**config.mk**
```make
export PLATFORM = sky130hd
export DESIGN_NAME = intr_controller_flat
export DESIGN_NICKNAME = d
export VERILOG_FILES = /design/src/rtl/intr_controller_if.sv /design/src/rtl/intr_controller.sv /design/src/flat_wrapper.sv
export SDC_FILE = /design/constraint.sdc
export NUM_CORES = 1
export LEC_CHECK = 0
export CAP_MARGIN = 20
export CORE_ASPECT_RATIO = 0.75
export CORE_MARGIN = 1
export CORE_UTILIZATION = 39
export CTS_BUF_LIST = sky130_fd_sc_hd__clkbuf_16
export CTS_CLUSTER_DIAMETER = 120
export DETAILED_ROUTE_END_ITERATION = 16
export PLACE_DENSITY = 0.94
export SYNTH_ARGS = -nofsm -noshare
export SYNTH_HDL_FRONTEND = slang
export SYNTH_SLANG_ARGS = --single-unit
```
**constraint.sdc**
```tcl
create_clock -name clk -period 4.28 [get_ports clk]
set_input_delay 0.856 -clock clk [delete_from_list [all_inputs] [get_ports clk]]
set_output_delay 0.856 -clock clk [all_outputs]
set_load 0.005 [all_outputs]
```
**src/rtl/intr_controller_if.sv**
```systemverilog
`default_nettype none
// +----------------------------------------------------------------------+
// | Module      : intr_controller_if                                     |
// | Description : CPU <-> interrupt controller signal bundle. The CPU    |
// |               side (master) drives requests and control strobes;     |
// |               the controller side (slave) returns dispatch state.    |
// | Revision    : 1.0  initial release                                   |
// +----------------------------------------------------------------------+
interface intr_controller_if #(
    parameter int ADDR_W = 10
);
    logic [1:0]        irq;
    logic [1:0]        mask;
    logic              gie_set;
    logic              gie_clr;
    logic              reti;
    logic [ADDR_W-1:0] vec0;
    logic [ADDR_W-1:0] vec1;
    logic [ADDR_W-1:0] pc_cur;

    logic              take;
    logic [ADDR_W-1:0] vector;
    logic [ADDR_W-1:0] push_addr;
    logic [1:0]        pending;
    logic [1:0]        in_service;
    logic              gie;
    logic [1:0]        lost;

    modport master (
        output irq, mask, gie_set, gie_clr, reti, vec0, vec1, pc_cur,
        input  take, vector, push_addr, pending, in_service, gie, lost
    );

    modport slave (
        input  irq, mask, gie_set, gie_clr, reti, vec0, vec1, pc_cur,
        output take, vector, push_addr, pending, in_service, gie, lost
    );
endinterface
`default_nettype wire

```
**src/rtl/intr_controller.sv**
```systemverilog
`default_nettype none
// +----------------------------------------------------------------------+
// | Module      : intr_controller                                        |
// | Description : Two-source vectored interrupt controller. Edge-detects |
// |               timer/external requests, latches them as pending,      |
// |               arbitrates with timer priority and issues a one-cycle  |
// |               registered take pulse. No nesting: gie is held low     |
// |               from dispatch until return-from-interrupt.             |
// | Revision    : 1.0  initial release                                   |
// +----------------------------------------------------------------------+
module intr_controller #(
    parameter int ADDR_W = 10
) (
    input  wire logic          clk,
    input  wire logic          reset,
    intr_controller_if.slave   bus
);

    typedef enum logic [1:0] {
        IDLE     = 2'd0,
        DISPATCH = 2'd1,
        SERVICE  = 2'd2
    } state_t;

    state_t            state;
    logic [1:0]        irq_d;
    logic              take_reg;
    logic [ADDR_W-1:0] vector_reg;
    logic [1:0]        pending_reg;
    logic [1:0]        in_service_reg;
    logic              gie_reg;
    logic [1:0]        lost_reg;

    logic [1:0]        rise;
    logic [1:0]        eligible;
    logic [1:0]        win_onehot;
    logic [ADDR_W-1:0] win_vector;
    logic              dispatch;
    logic [1:0]        pend_clr;

    // Request edge detection, eligibility and fixed-priority winner (timer first)
    always_comb begin
        rise       = bus.irq & ~irq_d;
        eligible   = pending_reg & bus.mask;
        win_onehot = eligible[0] ? 2'b01 : 2'b10;
        win_vector = eligible[0] ? bus.vec0 : bus.vec1;
        // reti blocks dispatch so one handler-return instruction always completes
        dispatch   = (state == IDLE) && gie_reg && (eligible != 2'b00) && !bus.reti;
        pend_clr   = dispatch ? win_onehot : 2'b00;
    end

    // Dispatch FSM with all outputs registered; reset aborts any handler state
    always_ff @(posedge clk or posedge reset) begin
        if (reset) begin
            state          <= IDLE;
            irq_d          <= 2'b00;
            take_reg       <= 1'b0;
            vector_reg     <= '0;
            pending_reg    <= 2'b00;
            in_service_reg <= 2'b00;
            gie_reg        <= 1'b0;
            lost_reg       <= 2'b00;
        end else begin
            irq_d       <= bus.irq;
            // A new edge wins over the dispatch clear of the same source
            pending_reg <= (pending_reg & ~pend_clr) | rise;
            // Only count as lost if the pending bit survives this edge
            lost_reg    <= lost_reg | (rise & pending_reg & ~pend_clr);
            take_reg    <= 1'b0;

            case (state)
                IDLE: begin
                    if (dispatch) begin
                        state          <= DISPATCH;
                        take_reg       <= 1'b1;
                        vector_reg     <= win_vector;
                        in_service_reg <= win_onehot;
                        gie_reg        <= 1'b0;
                    end else if (bus.gie_clr) begin
                        gie_reg <= 1'b0;
                    end else if (bus.gie_set) begin
                        gie_reg <= 1'b1;
                    end
                end
                DISPATCH: begin
                    state <= SERVICE;
                end
                SERVICE: begin
                    if (bus.reti) begin
                        state          <= IDLE;
                        in_service_reg <= 2'b00;
                        gie_reg        <= 1'b1;
                    end
                end
                default: begin
                    state <= IDLE;
                end
            endcase
        end
    end

    assign bus.take       = take_reg;
    assign bus.vector     = vector_reg;
    assign bus.push_addr  = take_reg ? bus.pc_cur : '0;
    assign bus.pending    = pending_reg;
    assign bus.in_service = in_service_reg;
    assign bus.gie        = gie_reg;
    assign bus.lost       = lost_reg;

endmodule
`default_nettype wire

```
**src/flat_wrapper.sv**
```systemverilog
// flat-port wrapper written by rule: the top's interface ports become plain ports
module intr_controller_flat 
#(
    parameter int ADDR_W = 10
)
  (clk, reset, bus_irq, bus_mask, bus_gie_set, bus_gie_clr, bus_reti, bus_vec0, bus_vec1, bus_pc_cur, bus_take, bus_vector, bus_push_addr, bus_pending, bus_in_service, bus_gie, bus_lost);
  intr_controller_if #(.ADDR_W(ADDR_W)) bus_i ();
  input  wire logic clk;
  input  wire logic reset;
  input wire logic [$bits(bus_i.irq)-1:0] bus_irq;
  input wire logic [$bits(bus_i.mask)-1:0] bus_mask;
  input wire logic [$bits(bus_i.gie_set)-1:0] bus_gie_set;
  input wire logic [$bits(bus_i.gie_clr)-1:0] bus_gie_clr;
  input wire logic [$bits(bus_i.reti)-1:0] bus_reti;
  input wire logic [$bits(bus_i.vec0)-1:0] bus_vec0;
  input wire logic [$bits(bus_i.vec1)-1:0] bus_vec1;
  input wire logic [$bits(bus_i.pc_cur)-1:0] bus_pc_cur;
  output wire logic [$bits(bus_i.take)-1:0] bus_take;
  output wire logic [$bits(bus_i.vector)-1:0] bus_vector;
  output wire logic [$bits(bus_i.push_addr)-1:0] bus_push_addr;
  output wire logic [$bits(bus_i.pending)-1:0] bus_pending;
  output wire logic [$bits(bus_i.in_service)-1:0] bus_in_service;
  output wire logic [$bits(bus_i.gie)-1:0] bus_gie;
  output wire logic [$bits(bus_i.lost)-1:0] bus_lost;
  assign bus_i.irq = bus_irq;
  assign bus_i.mask = bus_mask;
  assign bus_i.gie_set = bus_gie_set;
  assign bus_i.gie_clr = bus_gie_clr;
  assign bus_i.reti = bus_reti;
  assign bus_i.vec0 = bus_vec0;
  assign bus_i.vec1 = bus_vec1;
  assign bus_i.pc_cur = bus_pc_cur;
  assign bus_take = bus_i.take;
  assign bus_vector = bus_i.vector;
  assign bus_push_addr = bus_i.push_addr;
  assign bus_pending = bus_i.pending;
  assign bus_in_service = bus_i.in_service;
  assign bus_gie = bus_i.gie;
  assign bus_lost = bus_i.lost;
  intr_controller #(.ADDR_W(ADDR_W)) u_core (.clk(clk), .reset(reset), .bus(bus_i));
endmodule
```
# Word-level counts from Yosys, hierarchy flattened
# Index checks and enable logic that the tools add are counted.
[classes]
eq_ne = 5
n_mux = 16
bitwise = 9
n_reduce_logical = 11
[op_table]
columns = ["op", "count"]
rows = [
  ["2-to-1 mux 10 bit", 2],
  ["AND 2 bit", 5],
  ["2-to-1 mux 2 bit", 5],
  ["2-to-1 mux 1 bit", 6],
  ["case mux 2 bit (3 select lines)", 1],
  ["AND reduction 3 bit", 2],
  ["inequality test 4 x 3 -> 1 bit, second input constant", 1],
  ["inverter 2 bit", 2],
  ["bitwise OR 2 bit", 2],
  ["case mux 2 bit (2 select lines)", 1],
  ["AND reduction 2 bit", 2],
  ["nonzero test 2 bit", 2],
  ["logical AND 1 bit", 3],
  ["== test 2 x 1 -> 1 bit, second input constant", 1],
  ["== test 2 bit, second input constant", 1],
  ["zero test 2 bit", 1],
  ["inequality test 2 x 1 -> 1 bit, second input constant", 1],
  ["inequality test 2 bit, second input constant", 1],
  ["case mux 1 bit (2 select lines)", 1],
  ["zero test 1 bit", 1],
]
[totals]
reg_bits = 22
inputBits = 39
output_inout_bits = 28
wordCells = 49

# Logic depth before layout (Yosys ltp)
[depth]
word_depth = 8
depth_mapped = 4
depth_no_buf = 3

# Worst setup path before layout
# No wires, ideal clock.
[synth_timing]
kind = "input port to output port"
start = "input port bus_pc_cur[0]"
end = "output port bus_push_addr[0]"
arrival_time_ps = 999
required_ps = 3424
path_slack_ps = 2425
stages = 1
path_buffers = 0
path_cell_list = "and2_1"
[synth_between]
elab_chain_cells = 1
[synth_rtl]
columns = ["item", "line", "source"]
rows = [
  ["start: declaration", "flat_wrapper.sv:17", "input wire logic [$bits(bus_i.pc_cur)-1:0] bus_pc_cur;"],
  ["2-to-1 mux 10 bit", "intr_controller.sv:104", "assign bus.push_addr = take_reg ? bus.pc_cur : '0;"],
  ["end: declaration", "flat_wrapper.sv:20", "output wire logic [$bits(bus_i.push_addr)-1:0] bus_push_addr;"],
]
# No other way between the ends.

# Worst setup path after layout
[layout_timing]
start = "input port bus_pc_cur[1]"
end = "output port bus_push_addr[1]"
# The elaborated chain is that of the path after synthesis.

==> summary.md <==
| Metric | Value |
|---|---|
| Worst hold path stage count | `1` |
| Setup crit end kind | `output port` |
| Vias/cell | `around 5.3` |
| H-tree Lvls | `1` |
| CP Data Arrival Time | `a little under 2000 ps` |
| Reg2Reg Setup Slack | `between 2000 and 3000 ps` |
| Area Overhead vs Synth | `70.2%` |
| Die ar. | `approximately 0.003 sq mm` |
| Worst-Margin Slew | `~800 ps` |
| Global route overflow | `0` |
| Clock skew | `approximately 7.6 ps` |
| Dominant synthesized flop cell | `dfrtp_1` |
| Yosys cell types | `25` |
| # diodes | `0` |
| Post-synthesis register bit count | `22` |
| Hold path start | `u_core.bus.lost[1]` |
| Sink Count | `22` |
| Clk Latency, worst-skew pair | `250 ps` |
| HP Class | `reg -> reg` |
| Io pins | `67` |
| Top-count cell post-synth | `dfrtp_1` |
| Total wire length | `3.16 mm` |
| CTS Hold Buffers Added | `0` |
| Drt wl/cell | `between 15 and 20 um` |
| Compound-Gate Fraction of Synth Area | `approximately 22%` |
| DP Wirelength | `between 2 and 2.5 mm` |
| DRC Markers | `0` |
| Synth warnings | `0` |
| Syn_nets | `~140` |
| Fin. Hold Viols | `0` |
| Tot Pwr | `0.000958 W` |
| Slew headroom | `about 46%` |
| Largest family of logic cells by synthesized area | `compound AO/OA/AOI/OAI gates` |
| Post-CTS setup buffer count | `0` |
| Kind of critical path | `in -> out` |
| Row count | `16` |
| Xor/xnor cell area share of the yosys netlist | `0%` |
| FF-to-FF Start | `u_core.state[0]` |
| Root Buffer | `clkbuf_16` |
| Input/output buffers | `66` |
| Largest net degree at the start of global routing | `23` |
| Initial core utilization | `41.3%` |
| Final period util | `between 60% and 70%` |
| Clock buffer depth | `2` |
| ANT nets after route | `0` |
| Status | `complete, no violations` |
| Inserted Clock Buffers | `3` |
| Reg2Reg Depth | `3` |
| Crit path time final | `about 2800 ps` |
| Peak VDD IR | `roughly 0.37 mV` |
| Syn_area_per_cell | `~11 sq um` |
| Die Ht | `47.6 um` |
| Post-synth EDFFs | `0` |
| Area share of fa/ha/maj cells after synthesis | `0%` |
| Achievable Freq | `358 MHz` |
| Die W | `between 60 and 70 um` |
| Synth area leader | `dfrtp_1` |
| Slew Limit Fails | `0` |
| PwrDens | `520 mW/mm^2` |
| Top post-synthesis cells by count | `dfrtp_1 (22), and2_1 (12), a31oi_1 (11)` |
| Initial antenna violation count | `0` |
| Post-synth ARST share | `100%` |
| Critical path required time | `roughly 3400 ps` |
| Proportion of layout cells with a drive suffix above 1 | `about 4.2%` |
| Setup-failing EPs final | `0` |
| Cts repair resizes | `0` |
| Vias | `about 1,100` |
| Post-synthesis mux area share | `0.925%` |
| Hold Path End | `u_core.bus.lost[1]` |
| Mapped cell area | `0.00108 sq mm` |
| Nets@finish | `207` |
| TNS Setup | `0 ps` |
| Core Area | `roughly 0.0026 sq mm` |
| Proportion of netlist area held by the largest area contributor | `about half` |
| CP Launch Type | `input pin` |
| TritonCTS clock tree | `built` |
| Max reg flops | `10` |
| RSZ-0062 raised after global routing | `false` |
| MaxCap Viol Count | `0` |
| GRT Util Overall | `21.7%` |
| Pleak | `0.777 nW` |
| Vias in the first global route | `slightly above 1,000` |
| First-pass GRT wire length | `roughly 4.8 mm` |
| Clk slew on worst S/H paths | `50 ps` |
| Initial DRT Pass Iterations | `4` |
| Sequential share of the synthesized area | `50.9%` |
| Synthesized instance count | `slightly above 100` |
| Synth top area cells | `dfrtp_1 (51%), o2bb2ai_1 (8.1%), and2_1 (6.9%)` |
| RePlAce Congestion | `approximately 0.8` |
| Reg-to-reg endpoint | `u_core.bus.vector[7]` |
| Simple-gate share of the synthesized area | `a little over a fifth` |
| DRT iter0 DRCs | `24` |
| Minimum hold slack | `between 400 and 500 ps` |
| Worst-path fanout max | `1` |
## critical path, stage by stage
cell             delay [ps]
clkdlybuf4s50_1         460
and2_1                  130
clkdlybuf4s50_1         490
## cell type report
type                       instances  area, sq um
clock buffer                       3         75.1
timing repair buffer              66          661
inverter                           5         18.8
sequential                        22          551
multi-input combinational         70          488
tap                               36         45.0
clock inverter                     1         3.75
fill                             196          781
## routing by layer
metal / up-vias / wire length [um] / global-route usage [%] / part of all wire [%]
met5: - / 0 / 0 / 0
met4: 0 / 53 / 8.37 / 1.7
met3: 6 / 158 / 4.76 / 5.0
met2: 53 / 1690 / 42.6 / 54
met1: 513 / 1260 / 24.2 / 40
li1: 511 / - / - / -
## stage by stage
step / cell area (sq um) / setup WS (ps) / utilization (%) / cells
2_1_floorplan: 1080 / 2430 / - / 103
3_3_place_gp: 1760 / 1490 / 67.2 / 199
3_5_place_dp: 1760 / 1480 / 67.2 / 199
4_1_cts: 1840 / 1480 / 70.2 / 203
5_1_grt: 1840 / 1460 / 70.2 / 203
6_report: 1840 / 1490 / 70.2 / 203
## logic make-up (layout without fill, tap and decap cells)
group | after synthesis | after routing
simple gates | 37 | 37
buf+inv | 11 | 75
flops | 22 | 22
compound gates | 32 | 32
mux | 1 | 1
## cell usage in the layout, fill, tap and decap left out
cell type,Yosys,layout
a211oi_1,1,1
a21o_1,2,2
a21oi_1,1,1
a22o_1,1,1
a31o_2,1,1
a31oi_1,11,11
and2_1,12,12
and3_1,10,10
clkbuf_16,0,3
clkdlybuf4s50_1,0,66
clkinv_1,0,1
dfrtp_1,22,22
inv_1,5,5
mux2i_1,1,1
nand2_1,5,5
nand2b_1,1,1
nand3_1,2,2
nor2_1,2,2
nor2b_1,3,3
nor4b_4,1,1
o21ai_0,2,2
o21bai_1,1,1
o2bb2ai_1,10,10
o31ai_2,1,1
o32a_1,1,1
or4b_4,1,1
## report_power, final
group          switching, W  total [W]  internal (W)
clock network     0.0000698   0.000194      0.000124
registers         0.0000766   0.000357      0.000281
logic              0.000150   0.000407      0.000257
## worst max-delay path by stage
stage / from / to / slack (ps) / cells after the start
floorplan: bus_pc_cur[0] / bus_push_addr[0] / 2430 / 1
global placement: bus_pc_cur[9] / bus_push_addr[9] / 1490 / 3
detailed placement: bus_pc_cur[1] / bus_push_addr[1] / 1480 / 3
CTS: bus_pc_cur[1] / bus_push_addr[1] / 1480 / 3
global route: bus_pc_cur[1] / bus_push_addr[1] / 1460 / 3
finish: bus_pc_cur[1] / bus_push_addr[1] / 1490 / 3
Power figures use the tool's default switching activity.
